$ cat config.mk
export PLATFORM = sky130hd
export DESIGN_NAME = fastica_mul_arbiter_flat
export DESIGN_NICKNAME = d
export VERILOG_FILES = /design/src/rtl/fastica_pkg.sv /design/src/rtl/fastica_mul_arbiter_if.sv /design/src/rtl/fastica_rr_pick.sv /design/src/rtl/fastica_mul_arbiter.sv /design/src/flat_wrapper.sv
export SDC_FILE = /design/constraint.sdc
export NUM_CORES = 1
export LEC_CHECK = 0
export ABC_AREA = 1
export CAP_MARGIN = 20
export CELL_PAD_IN_SITES_DETAIL_PLACEMENT = 1
export CELL_PAD_IN_SITES_GLOBAL_PLACEMENT = 1
export CORE_MARGIN = 3
export CORE_UTILIZATION = 28
export CTS_BUF_LIST = sky130_fd_sc_hd__clkbuf_4 sky130_fd_sc_hd__clkbuf_8
export DETAILED_ROUTE_END_ITERATION = 7
export GPL_TIMING_DRIVEN = 1
export PLACE_DENSITY = 0.95
export SKIP_LAST_GASP = 1
export SYNTH_ARGS = -nofsm -noshare
export SYNTH_HDL_FRONTEND = slang
export SYNTH_SLANG_ARGS = --single-unit
export TNS_END_PERCENT = 50
$ cat constraint.sdc
create_clock -name clk_fastica -period 5.3 [get_ports clk_fastica]
set_clock_uncertainty 0.15 [all_clocks]
set_input_delay 1.325 -clock clk_fastica [delete_from_list [all_inputs] [get_ports clk_fastica]]
set_output_delay 1.325 -clock clk_fastica [all_outputs]
set_load 0.02 [all_outputs]
$ cat src/rtl/fastica_pkg.sv
// rtl/fastica_pkg.sv - shared constants, requester ids, FSM state and tag types for the mul1 arbiter
package fastica_pkg;

    localparam int NREQ      = 3;
    localparam int W         = 16;
    localparam int MAX_BURST = 128;
    localparam int MUL_LAT   = 3;
    localparam int LW        = $clog2(MAX_BURST);

    localparam int REQ_SYMM  = 0;
    localparam int REQ_FAST  = 1;
    localparam int REQ_ERROR = 2;

    typedef enum logic {
        ST_IDLE  = 1'b0,
        ST_GRANT = 1'b1
    } state_e;

    typedef struct packed {
        logic            valid;
        logic [NREQ-1:0] owner;
        logic            last;
    } tag_t;

endpackage

$ cat src/rtl/fastica_mul_arbiter_if.sv
// rtl/fastica_mul_arbiter_if.sv - requester, multiplier and response signals of the mul1 arbiter
interface fastica_mul_arbiter_if #(
    parameter int NREQ = fastica_pkg::NREQ,
    parameter int W    = fastica_pkg::W,
    parameter int LW   = fastica_pkg::LW
);

    logic [NREQ-1:0]    req;
    logic [NREQ*LW-1:0] burst_len;
    logic [NREQ-1:0]    op_valid;
    logic [NREQ*W-1:0]  op_a;
    logic [NREQ*W-1:0]  op_b;
    logic [NREQ-1:0]    gnt;
    logic [NREQ-1:0]    op_ready;
    logic               mul_en;
    logic [W-1:0]       mul_a;
    logic [W-1:0]       mul_b;
    logic [2*W-1:0]     mul_p;
    logic [NREQ-1:0]    rsp_valid;
    logic [2*W-1:0]     rsp_data;
    logic               rsp_last;
    logic               busy;

    // master: sub-units plus the mul1 datapath; slave: the arbiter
    modport master (
        output req, burst_len, op_valid, op_a, op_b, mul_p,
        input  gnt, op_ready, mul_en, mul_a, mul_b, rsp_valid, rsp_data, rsp_last, busy
    );

    modport slave (
        input  req, burst_len, op_valid, op_a, op_b, mul_p,
        output gnt, op_ready, mul_en, mul_a, mul_b, rsp_valid, rsp_data, rsp_last, busy
    );

endinterface

$ cat src/rtl/fastica_rr_pick.sv
// rtl/fastica_rr_pick.sv - combinational round-robin picker, first requester at or after ptr wins
module fastica_rr_pick #(
    parameter int NREQ = 3,
    parameter int IW   = 2
) (
    input  logic [NREQ-1:0] req,
    input  logic [IW-1:0]   ptr,
    output logic [NREQ-1:0] gnt,
    output logic [IW-1:0]   idx,
    output logic            any
);

    always_comb begin
        logic [IW:0]   sum;
        logic [IW-1:0] cand;
        gnt  = '0;
        idx  = '0;
        any  = 1'b0;
        sum  = '0;
        cand = '0;
        for (int k = 0; k < NREQ; k++) begin
            sum = {1'b0, ptr} + (IW+1)'(k);
            if (sum >= (IW+1)'(NREQ)) begin
                sum = sum - (IW+1)'(NREQ);
            end
            cand = sum[IW-1:0];
            if (!any && req[cand]) begin
                any       = 1'b1;
                idx       = cand;
                gnt[cand] = 1'b1;
            end
        end
    end

endmodule

$ cat src/rtl/fastica_mul_arbiter.sv
// rtl/fastica_mul_arbiter.sv - shares mul1 between FastICA sub-units, whole bursts granted round-robin
module fastica_mul_arbiter #(
    parameter int NREQ      = fastica_pkg::NREQ,
    parameter int W         = fastica_pkg::W,
    parameter int MAX_BURST = fastica_pkg::MAX_BURST,
    parameter int MUL_LAT   = fastica_pkg::MUL_LAT
) (
    input  logic                  clk_fastica,
    input  logic                  rst_fastica,
    fastica_mul_arbiter_if.slave  bus
);

    import fastica_pkg::*;

    localparam int LW = $clog2(MAX_BURST);
    localparam int IW = (NREQ > 1) ? $clog2(NREQ) : 1;

    state_e          state_q, state_d;
    logic [IW-1:0]   ptr_q, ptr_d;
    logic [IW-1:0]   cur_q, cur_d;
    logic [NREQ-1:0] gnt_q, gnt_d;
    logic [LW-1:0]   cnt_q, cnt_d;
    logic [W-1:0]    mul_a_q, mul_a_d;
    logic [W-1:0]    mul_b_q, mul_b_d;
    tag_t            iss_q, iss_d;
    tag_t            tag_q [MUL_LAT];

    logic [NREQ-1:0] pick_gnt;
    logic [IW-1:0]   pick_idx;
    logic            pick_any;
    logic [LW-1:0]   pick_len;
    logic            sel_valid;
    logic            sel_req;
    logic [W-1:0]    sel_a;
    logic [W-1:0]    sel_b;
    logic            accept;
    logic            abort;
    logic            last_beat;
    logic            in_flight;

    fastica_rr_pick #(
        .NREQ (NREQ),
        .IW   (IW)
    ) u_pick (
        .req (bus.req),
        .ptr (ptr_q),
        .gnt (pick_gnt),
        .idx (pick_idx),
        .any (pick_any)
    );

    always_comb begin
        sel_valid = 1'b0;
        sel_req   = 1'b0;
        sel_a     = '0;
        sel_b     = '0;
        pick_len  = '0;
        for (int i = 0; i < NREQ; i++) begin
            if (cur_q == IW'(i)) begin
                sel_valid = bus.op_valid[i];
                sel_req   = bus.req[i];
                sel_a     = bus.op_a[i*W +: W];
                sel_b     = bus.op_b[i*W +: W];
            end
            if (pick_idx == IW'(i)) begin
                pick_len = bus.burst_len[i*LW +: LW];
            end
        end
    end

    assign accept    = (state_q == ST_GRANT) && sel_valid;
    assign abort     = (state_q == ST_GRANT) && !sel_req;
    assign last_beat = accept && (cnt_q == '0);

    always_ff @(posedge clk_fastica or posedge rst_fastica) begin
        if (rst_fastica) begin
            state_q <= ST_IDLE;
        end else begin
            state_q <= state_d;
        end
    end

    always_comb begin
        state_d = state_q;
        unique case (state_q)
            ST_IDLE:  if (pick_any) state_d = ST_GRANT;
            ST_GRANT: if (last_beat || abort) state_d = ST_IDLE;
        endcase
    end

    always_comb begin
        gnt_d   = gnt_q;
        cnt_d   = cnt_q;
        ptr_d   = ptr_q;
        cur_d   = cur_q;
        mul_a_d = mul_a_q;
        mul_b_d = mul_b_q;
        iss_d   = '0;
        if ((state_q == ST_IDLE) && pick_any) begin
            gnt_d = pick_gnt;
            cur_d = pick_idx;
            cnt_d = pick_len;
            ptr_d = (pick_idx == IW'(NREQ-1)) ? '0 : pick_idx + 1'b1;
        end
        if (accept) begin
            mul_a_d     = sel_a;
            mul_b_d     = sel_b;
            iss_d.valid = 1'b1;
            iss_d.owner = gnt_q;
            iss_d.last  = last_beat;
            // the final beat leaves the counter at zero rather than wrapping
            if (!last_beat) begin
                cnt_d = cnt_q - 1'b1;
            end
        end
        if (state_d == ST_IDLE) begin
            gnt_d = '0;
        end
    end

    always_ff @(posedge clk_fastica or posedge rst_fastica) begin
        if (rst_fastica) begin
            ptr_q   <= '0;
            cur_q   <= '0;
            gnt_q   <= '0;
            cnt_q   <= '0;
            mul_a_q <= '0;
            mul_b_q <= '0;
            iss_q   <= '0;
            for (int k = 0; k < MUL_LAT; k++) begin
                tag_q[k] <= '0;
            end
        end else begin
            ptr_q    <= ptr_d;
            cur_q    <= cur_d;
            gnt_q    <= gnt_d;
            cnt_q    <= cnt_d;
            mul_a_q  <= mul_a_d;
            mul_b_q  <= mul_b_d;
            iss_q    <= iss_d;
            tag_q[0] <= iss_q;
            for (int k = 1; k < MUL_LAT; k++) begin
                tag_q[k] <= tag_q[k-1];
            end
        end
    end

    // the issue register counts as in flight so busy never dips between last beat and its product
    always_comb begin
        in_flight = iss_q.valid;
        for (int k = 0; k < MUL_LAT; k++) begin
            in_flight = in_flight | tag_q[k].valid;
        end
    end

    assign bus.gnt       = gnt_q;
    assign bus.op_ready  = gnt_q;
    assign bus.mul_en    = iss_q.valid;
    assign bus.mul_a     = mul_a_q;
    assign bus.mul_b     = mul_b_q;
    assign bus.rsp_valid = tag_q[MUL_LAT-1].valid ? tag_q[MUL_LAT-1].owner : '0;
    assign bus.rsp_last  = tag_q[MUL_LAT-1].valid & tag_q[MUL_LAT-1].last;
    assign bus.rsp_data  = bus.mul_p;
    assign bus.busy      = (state_q == ST_GRANT) | in_flight;

endmodule

$ cat src/flat_wrapper.sv
// flat-port wrapper written by rule: the top's interface ports become plain ports
module fastica_mul_arbiter_flat import fastica_pkg::*;
#(
    parameter int NREQ      = fastica_pkg::NREQ,
    parameter int W         = fastica_pkg::W,
    parameter int MAX_BURST = fastica_pkg::MAX_BURST,
    parameter int MUL_LAT   = fastica_pkg::MUL_LAT
)
  (clk_fastica, rst_fastica, bus_req, bus_burst_len, bus_op_valid, bus_op_a, bus_op_b, bus_mul_p, bus_gnt, bus_op_ready, bus_mul_en, bus_mul_a, bus_mul_b, bus_rsp_valid, bus_rsp_data, bus_rsp_last, bus_busy);
  fastica_mul_arbiter_if #(.NREQ(NREQ), .W(W)) bus_i ();
  input  logic clk_fastica;
  input  logic rst_fastica;
  input wire logic [$bits(bus_i.req)-1:0] bus_req;
  input wire logic [$bits(bus_i.burst_len)-1:0] bus_burst_len;
  input wire logic [$bits(bus_i.op_valid)-1:0] bus_op_valid;
  input wire logic [$bits(bus_i.op_a)-1:0] bus_op_a;
  input wire logic [$bits(bus_i.op_b)-1:0] bus_op_b;
  input wire logic [$bits(bus_i.mul_p)-1:0] bus_mul_p;
  output wire logic [$bits(bus_i.gnt)-1:0] bus_gnt;
  output wire logic [$bits(bus_i.op_ready)-1:0] bus_op_ready;
  output wire logic [$bits(bus_i.mul_en)-1:0] bus_mul_en;
  output wire logic [$bits(bus_i.mul_a)-1:0] bus_mul_a;
  output wire logic [$bits(bus_i.mul_b)-1:0] bus_mul_b;
  output wire logic [$bits(bus_i.rsp_valid)-1:0] bus_rsp_valid;
  output wire logic [$bits(bus_i.rsp_data)-1:0] bus_rsp_data;
  output wire logic [$bits(bus_i.rsp_last)-1:0] bus_rsp_last;
  output wire logic [$bits(bus_i.busy)-1:0] bus_busy;
  assign bus_i.req = bus_req;
  assign bus_i.burst_len = bus_burst_len;
  assign bus_i.op_valid = bus_op_valid;
  assign bus_i.op_a = bus_op_a;
  assign bus_i.op_b = bus_op_b;
  assign bus_i.mul_p = bus_mul_p;
  assign bus_gnt = bus_i.gnt;
  assign bus_op_ready = bus_i.op_ready;
  assign bus_mul_en = bus_i.mul_en;
  assign bus_mul_a = bus_i.mul_a;
  assign bus_mul_b = bus_i.mul_b;
  assign bus_rsp_valid = bus_i.rsp_valid;
  assign bus_rsp_data = bus_i.rsp_data;
  assign bus_rsp_last = bus_i.rsp_last;
  assign bus_busy = bus_i.busy;
  fastica_mul_arbiter #(.NREQ(NREQ), .W(W), .MAX_BURST(MAX_BURST), .MUL_LAT(MUL_LAT)) u_core (.clk_fastica(clk_fastica), .rst_fastica(rst_fastica), .bus(bus_i));
endmodule
==> impl_metrics.toml, run 1 <==
[yosys]
syn_nets = 640
yosys_most_used_dff = "dfrtp_1"
avgSynthCellArea_um2 = 7.97
async_flop_share_pct = 100
synth_edf_count = 0
yosys.cell_types.count = 31
syn_inst = 478
ys_warn_count = 0
ys_seq_elements = 67
ys_seq_area_share_pct = 44.0
synth.cell_area_um2 = 3810

[floorplanning]
die_w_um = 123
die_h_um = 123
num_rows = 41
initial_core_util_pct = 29.3
dieArea_um2 = 15000
coreArea_um2 = 13000
ios = 233

[cts]
clk_pin_slew_ps = 70
htreeDepth = 3
clk-insertion-delay-late_ps = 350
cts_tree = "done"
clock-sinks = 67
cts_resized = 0
post-cts-setup-buffers = 0
clock_tree.buffer_depth = 2
root_buffer = "clkbuf_8"
cts_buffers = 9
hold_buffers = 0

[pwr]
ir_drop_v = 0.000218
power_density_nw_per_um2 = 557
power.internal_w = 0.00169
power_switching_w = 0.00141
switching_share_pct = 45.4
pwr-share-seq_pct = 27.8
cellLeakagePower_nw = 2.36
combPwrFrac_pct = 57.5
p_clk_share_pct = 14.7

[sta]
period_share_pct = 67.4
slew_headroom_pct = 37.8
final-hold-violation-count = 0
tightestPinTransition_ps = 934
fin_ws_ps = 1730
fmax_ghz = 0.280
rsz0062_at_grt = "false"
setup_viol = 0
tns_ps = 0
final-max-slew-violation-count = 0
min_period_ps = 3570

[critical_path]
cp_max_fo = 66
cp.required_ps = 5320
critical_path_arrival_ps = 3590
crit_type = "input port to flip-flop"
crit_path_end_kind = "flip-flop"
startpoint_type = "input port"

[global_route]
grt_max_degree = 67
grtUsageTotal_pct = 18.5
antenna_found_initial = 0
overflow = 0
grt_pass1_wl_mm = 21.2
grt_pass1_vias = 4101

[placed_design]
numPortBuffers = 168
hpwl_mm = 10.9
dp.cells = 766
finalWeightedCongestion = 0.833
place_area_um2 = 5360
place_ws_ps = 1330

[drt]
finalWirelength_mm = 13.8
first_pass_iters = 4
drt_iter0_drc = 172
vias_per_cell = 4.83
wl_per_cell_um = 17.6
postRouteAntennaNets = 0
drc = 0
num_vias = 3766

[worst_hold_path]
min_path_type = "flip-flop to flip-flop"

[cells_and_area]
n_antenna_cell = 0
final_cell_count_no_fill = 780
area.growth.synth_to_final_pct = 46.2
drive_gt1_share_pct = 7.89
layout.nets = 767
fin_area_um2 = 5570

[flow_run]
cap_violations = 0

[run_status]
status = "finished clean"
[stage by stage]
step	total power, W	hold slack [ps]	util (%)
floorplan	0.00203	181	-
global placement	0.00253	183	41.1
detailed placement	0.00267	186	41.3
CTS	0.00315	198	42.9
global route	0.00337	202	42.9
finish	0.00310	200	42.9
[cells by family after synthesis]
logic type / Yosys count / synth area share, %
fa+ha+maj: 5 / 1.64
simple gates: 247 / 26.7
buf+inv: 94 / 14.1
xor+xnor: 2 / 0.460
compound gates: 63 / 13.1
flops: 67 / 44.0
[registers in the layout, summed over array words and instances, names as in the netlist]
signal             flops
u_core.bus.mul_b      16
u_core.ptr_q           2
u_core.cnt_q           7
u_core.bus.mul_en      1
u_core.bus.gnt         3
u_core.state_q         1
u_core.tag_q          15
u_core.iss_q           4
u_core.cur_q           2
u_core.bus.mul_a      16
[synthesized netlist by cell type (2+ instances only)]
master | count | area (um^2)
buf_6 | 5 | 56.3
buf_4 | 37 | 278
a21oi_1 | 12 | 60.1
inv_2 | 8 | 30.0
nor2_4 | 2 | 22.5
ha_1 | 5 | 62.6
o21ai_1 | 9 | 45.0
nor2_1 | 51 | 191
nand3_1 | 22 | 110
dfrtp_1 | 67 | 1680
nor4_1 | 2 | 12.5
inv_1 | 30 | 113
a41oi_1 | 26 | 228
a41oi_2 | 6 | 97.6
buf_2 | 4 | 20.0
clkbuf_1 | 9 | 33.8
o21ai_0 | 5 | 25.0
nor3_1 | 2 | 10.0
nor2_2 | 7 | 43.8
nand2_1 | 154 | 578
nand4_1 | 2 | 12.5
nand2_2 | 3 | 18.8
xor2_1 | 2 | 17.5
[power groups by stage]
stage / Sequential (W) / Combinational [W] / Clock (W)
3_5_place_dp: 0.000871 / 0.00180 / 0
2_1_floorplan: 0.000998 / 0.00104 / 0
6_report: 0.000861 / 0.00178 / 0.000456
4_1_cts: 0.000862 / 0.00181 / 0.000474
3_3_place_gp: 0.000857 / 0.00168 / 0
5_1_grt: 0.000886 / 0.00199 / 0.000495
[layer usage]
layer,global-route usage [%],part of all wire (%),vias to the layer above
met2,34.4,53,153
met1,19.4,37,1806
met4,9.31,3.3,0
met3,4.10,6.7,37
met5,0,0,-
li1,-,-,1770
[critical path, cell delays in order]
cell	delay [ps]
clkdlybuf4s50_1	420
nand2_1	70
nand2_1	50
o21ai_1	70
or2_1	340
clkinv_2	800
nor2_1	380
a41oi_1	80
[cell type report]
class,instances,area [um^2]
fill,1536,7410
timing repair buffer,171,1720
sequential,67,1680
multi-input combinational,317,1600
tap,172,215
inverter,39,148
clock buffer,9,124
clock inverter,5,80.1
[placed cells by master (no fill, tap or decap), types with 2 or more instances in the layout]
| master | netlist | routed |
|---|---|---|
| dfrtp_1 | 67 | 67 |
| nor2_1 | 51 | 50 |
| nand4_1 | 2 | 2 |
| clkinv_2 | 1 | 2 |
| ha_1 | 5 | 5 |
| nor4_1 | 2 | 2 |
| nor3_1 | 2 | 2 |
| bufinv_16 | 0 | 2 |
| buf_4 | 37 | 2 |
| o21ai_1 | 9 | 9 |
| clkbuf_8 | 0 | 9 |
| xor2_1 | 2 | 2 |
| clkinvlp_4 | 0 | 2 |
| inv_1 | 30 | 29 |
| nor2_4 | 2 | 2 |
| o21ai_0 | 5 | 5 |
| a21oi_1 | 12 | 12 |
| nor2_2 | 7 | 8 |
| clkdlybuf4s50_1 | 0 | 168 |
| nand2_2 | 3 | 3 |
| nand2_1 | 154 | 154 |
| a41oi_1 | 26 | 26 |
| nand3_1 | 22 | 22 |
| a41oi_2 | 6 | 6 |
| inv_2 | 8 | 9 |
[final timing paths]
kind / depth (start not counted) / startpoint / endpoint / slack (ps)
worst max-delay path: 8 / bus_op_valid[1] / u_core.bus.mul_b[13] / 1730
worst min-delay path: 0 / u_core.iss_q[1] / u_core.tag_q[11] / 200
worst max register to register: 7 / u_core.cur_q[0] / u_core.bus.mul_b[13] / 1920
worst min register to register: 0 / u_core.iss_q[1] / u_core.tag_q[11] / 200
max in group asynchronous: 3 / rst_fastica / u_core.tag_q[1] / 2790
min in group asynchronous: 2 / rst_fastica / u_core.bus.mul_a[3] / 1230
Power figures use the tool's default switching activity.
==> run 2, diff against run 1 <==
CORE_UTILIZATION = 26   (was 28)
PLACE_DENSITY = 0.92   (was 0.95)
clock period = 3.5 ns   (was 5.3 ns; I/O delays follow)
==> run 2 against run 1 <==
Setup slack worse by 1000 ps. Via count down 2.0%. Cell count is 1.8% higher. Design area grew 0.18%. Register-to-register slack got worse by 790 ps. Critical endpoint is now bus_busy. Largest cell class unchanged.
==> impl_metrics.toml, run 2 (synthesis gave the netlist of run 1 again) <==
[worst_hold_path]
min_path_type = "flip-flop to flip-flop"

[cells_and_area]
layout.nets = 770
area.growth.synth_to_final_pct = 46.4
fill_cells = 1676
final_cell_count_no_fill = 794
regArea_um2 = 1680
mostFrequentLayoutCells = "clkdlybuf4s50_1 (168), nand2_1 (154), dfrtp_1 (67)"
multi_input_area_um2 = 1600
drive_gt1_share_pct = 8.65
layout_commonest_cell = "clkdlybuf4s50_1"

[sta]
final-max-slew-violation-count = 0
min_period_ps = 2770
final-hold-violation-count = 0
period_share_pct = 79.2
setup_viol = 0
fmax_ghz = 0.361
tightestPinTransition_ps = 842
tns_ps = 0
rsz0062_at_grt = "false"
slew_headroom_pct = 43.8

[drt]
wl_per_cell_um = 16.5
drt_iter0_drc = 131
first_pass_iters = 4
num_vias = 3692
drc = 0
vias_per_cell = 4.65
finalWirelength_mm = 13.1
postRouteAntennaNets = 0

[global_route]
grt_pass1_vias = 4059
grt_pass1_wl_mm = 21.0
grtUsageTotal_pct = 16.5
antenna_found_initial = 1
grt_max_degree = 67
overflow = 0

[critical_path]
crit_family = "buffers and inverters"
crit_type = "flip-flop to output pin"
cp.required_ps = 2470
cp_max_fo = 5
reg2reg_slack_ps = 1130
crit_chain = "nor4_1, nand2_1, clkdlybuf4s50_1"
crit_path_end_kind = "output pin"
critical_path_arrival_ps = 1750
startpoint_type = "flip-flop"
cp_num_buf_inv = 1
cpPeakStageDelay_ps = 550
slowest_stage = "clkdlybuf4s50_1"

[flow_run]
cap_violations = 0

[floorplanning]
die_h_um = 127
die_w_um = 127
initial_core_util_pct = 27.0
dieArea_um2 = 16100
ios = 233
coreArea_um2 = 14100
num_rows = 43

[cts]
root_buffer = "clkbuf_8"
clock-sinks = 67
cts_resized = 0
post-cts-setup-buffers = 0
cts_tree = "done"
hold_buffers = 0
cts_buffers = 9
clock_tree.buffer_depth = 2
htreeDepth = 3
clk_pin_slew_ps = 80
clk-insertion-delay-late_ps = 350

[pwr]
cellLeakagePower_nw = 2.37
power_density_nw_per_um2 = 819
ir_drop_v = 0.000382

[placed_design]
hpwl_mm = 10.2
finalWeightedCongestion = 0.842
numPortBuffers = 168
dp.cells = 777

[run_status]
status = "finished clean"
run 2: changes by cell type in the layout (fill, tap and decap cells not counted):
| cell | before | now |
|---|---|---|
| buf_12 | 0 | 2 |
| buf_4 | 2 | 4 |
| bufinv_16 | 2 | 0 |
| clkinv_4 | 0 | 2 |
| buf_16 | 1 | 0 |
| clkbuf_4 | 0 | 1 |
| clkinv_2 | 2 | 3 |
| diode_2 | 0 | 1 |
run 2: area by class of cell:
cell class	instances	area share [%]
antenna	1	0.0449
clock buffer	10	2.36
clock inverter	6	0.763
inverter	39	2.65
multi-input combinational	317	28.7
sequential	67	30.1
tap	180	4.04
timing repair buffer	174	31.4
run 2: per-layer routing:
layer	part of all wire (%)	wire length (um)	global-route usage, %	vias up
met1	40	5200	18.2	1769
met4	2.2	285	5.36	0
met5	0	0	0	-
met2	51	6710	30.0	104
li1	-	-	-	1789
met3	6.9	899	5.06	30
run 2: stage by stage:
stage	hold slack (ps)	util [%]	total power (W)	instance area, um^2	worst slack (ps)
finish	197	39.6	0.00456	5580	729
global route	209	39.6	0.00500	5580	543
CTS	200	39.5	0.00464	5570	662
detailed placement	186	38.3	0.00404	5400	591
global placement	181	38.3	0.00392	5400	730
floorplan	181	-	0.00308	3810	792
run 2: final timing paths:
check	startpoint	to	cells past startpoint
max in group asynchronous	rst_fastica	u_core.cnt_q[3]	3
worst max-delay path	u_core.tag_q[4]	bus_busy	3
worst max register to register	u_core.ptr_q[0]	u_core.cnt_q[3]	13
worst min-delay path	u_core.iss_q[0]	u_core.tag_q[10]	0
min in group asynchronous	rst_fastica	u_core.bus.mul_a[4]	2
worst min register to register	u_core.iss_q[0]	u_core.tag_q[10]	0
run 2: report_power, final:
group          switching [W]  total [W]  internal [W]
clock               0.000316   0.000580      0.000265
sequential          0.000202    0.00129       0.00109
combinational        0.00160    0.00269       0.00109
run 2: worst register-to-register path, cell delays in order, from the launching register on:
cell	delay (ps)
dfrtp_1	380
inv_1	90
ha_1	400
inv_2	130
nand2_1	80
nand2_1	60
nand3_1	140
nand4_1	150
nand2_1	130
inv_2	210
nor2_1	60
nor2_1	90
nand2_1	70
a21oi_1	150
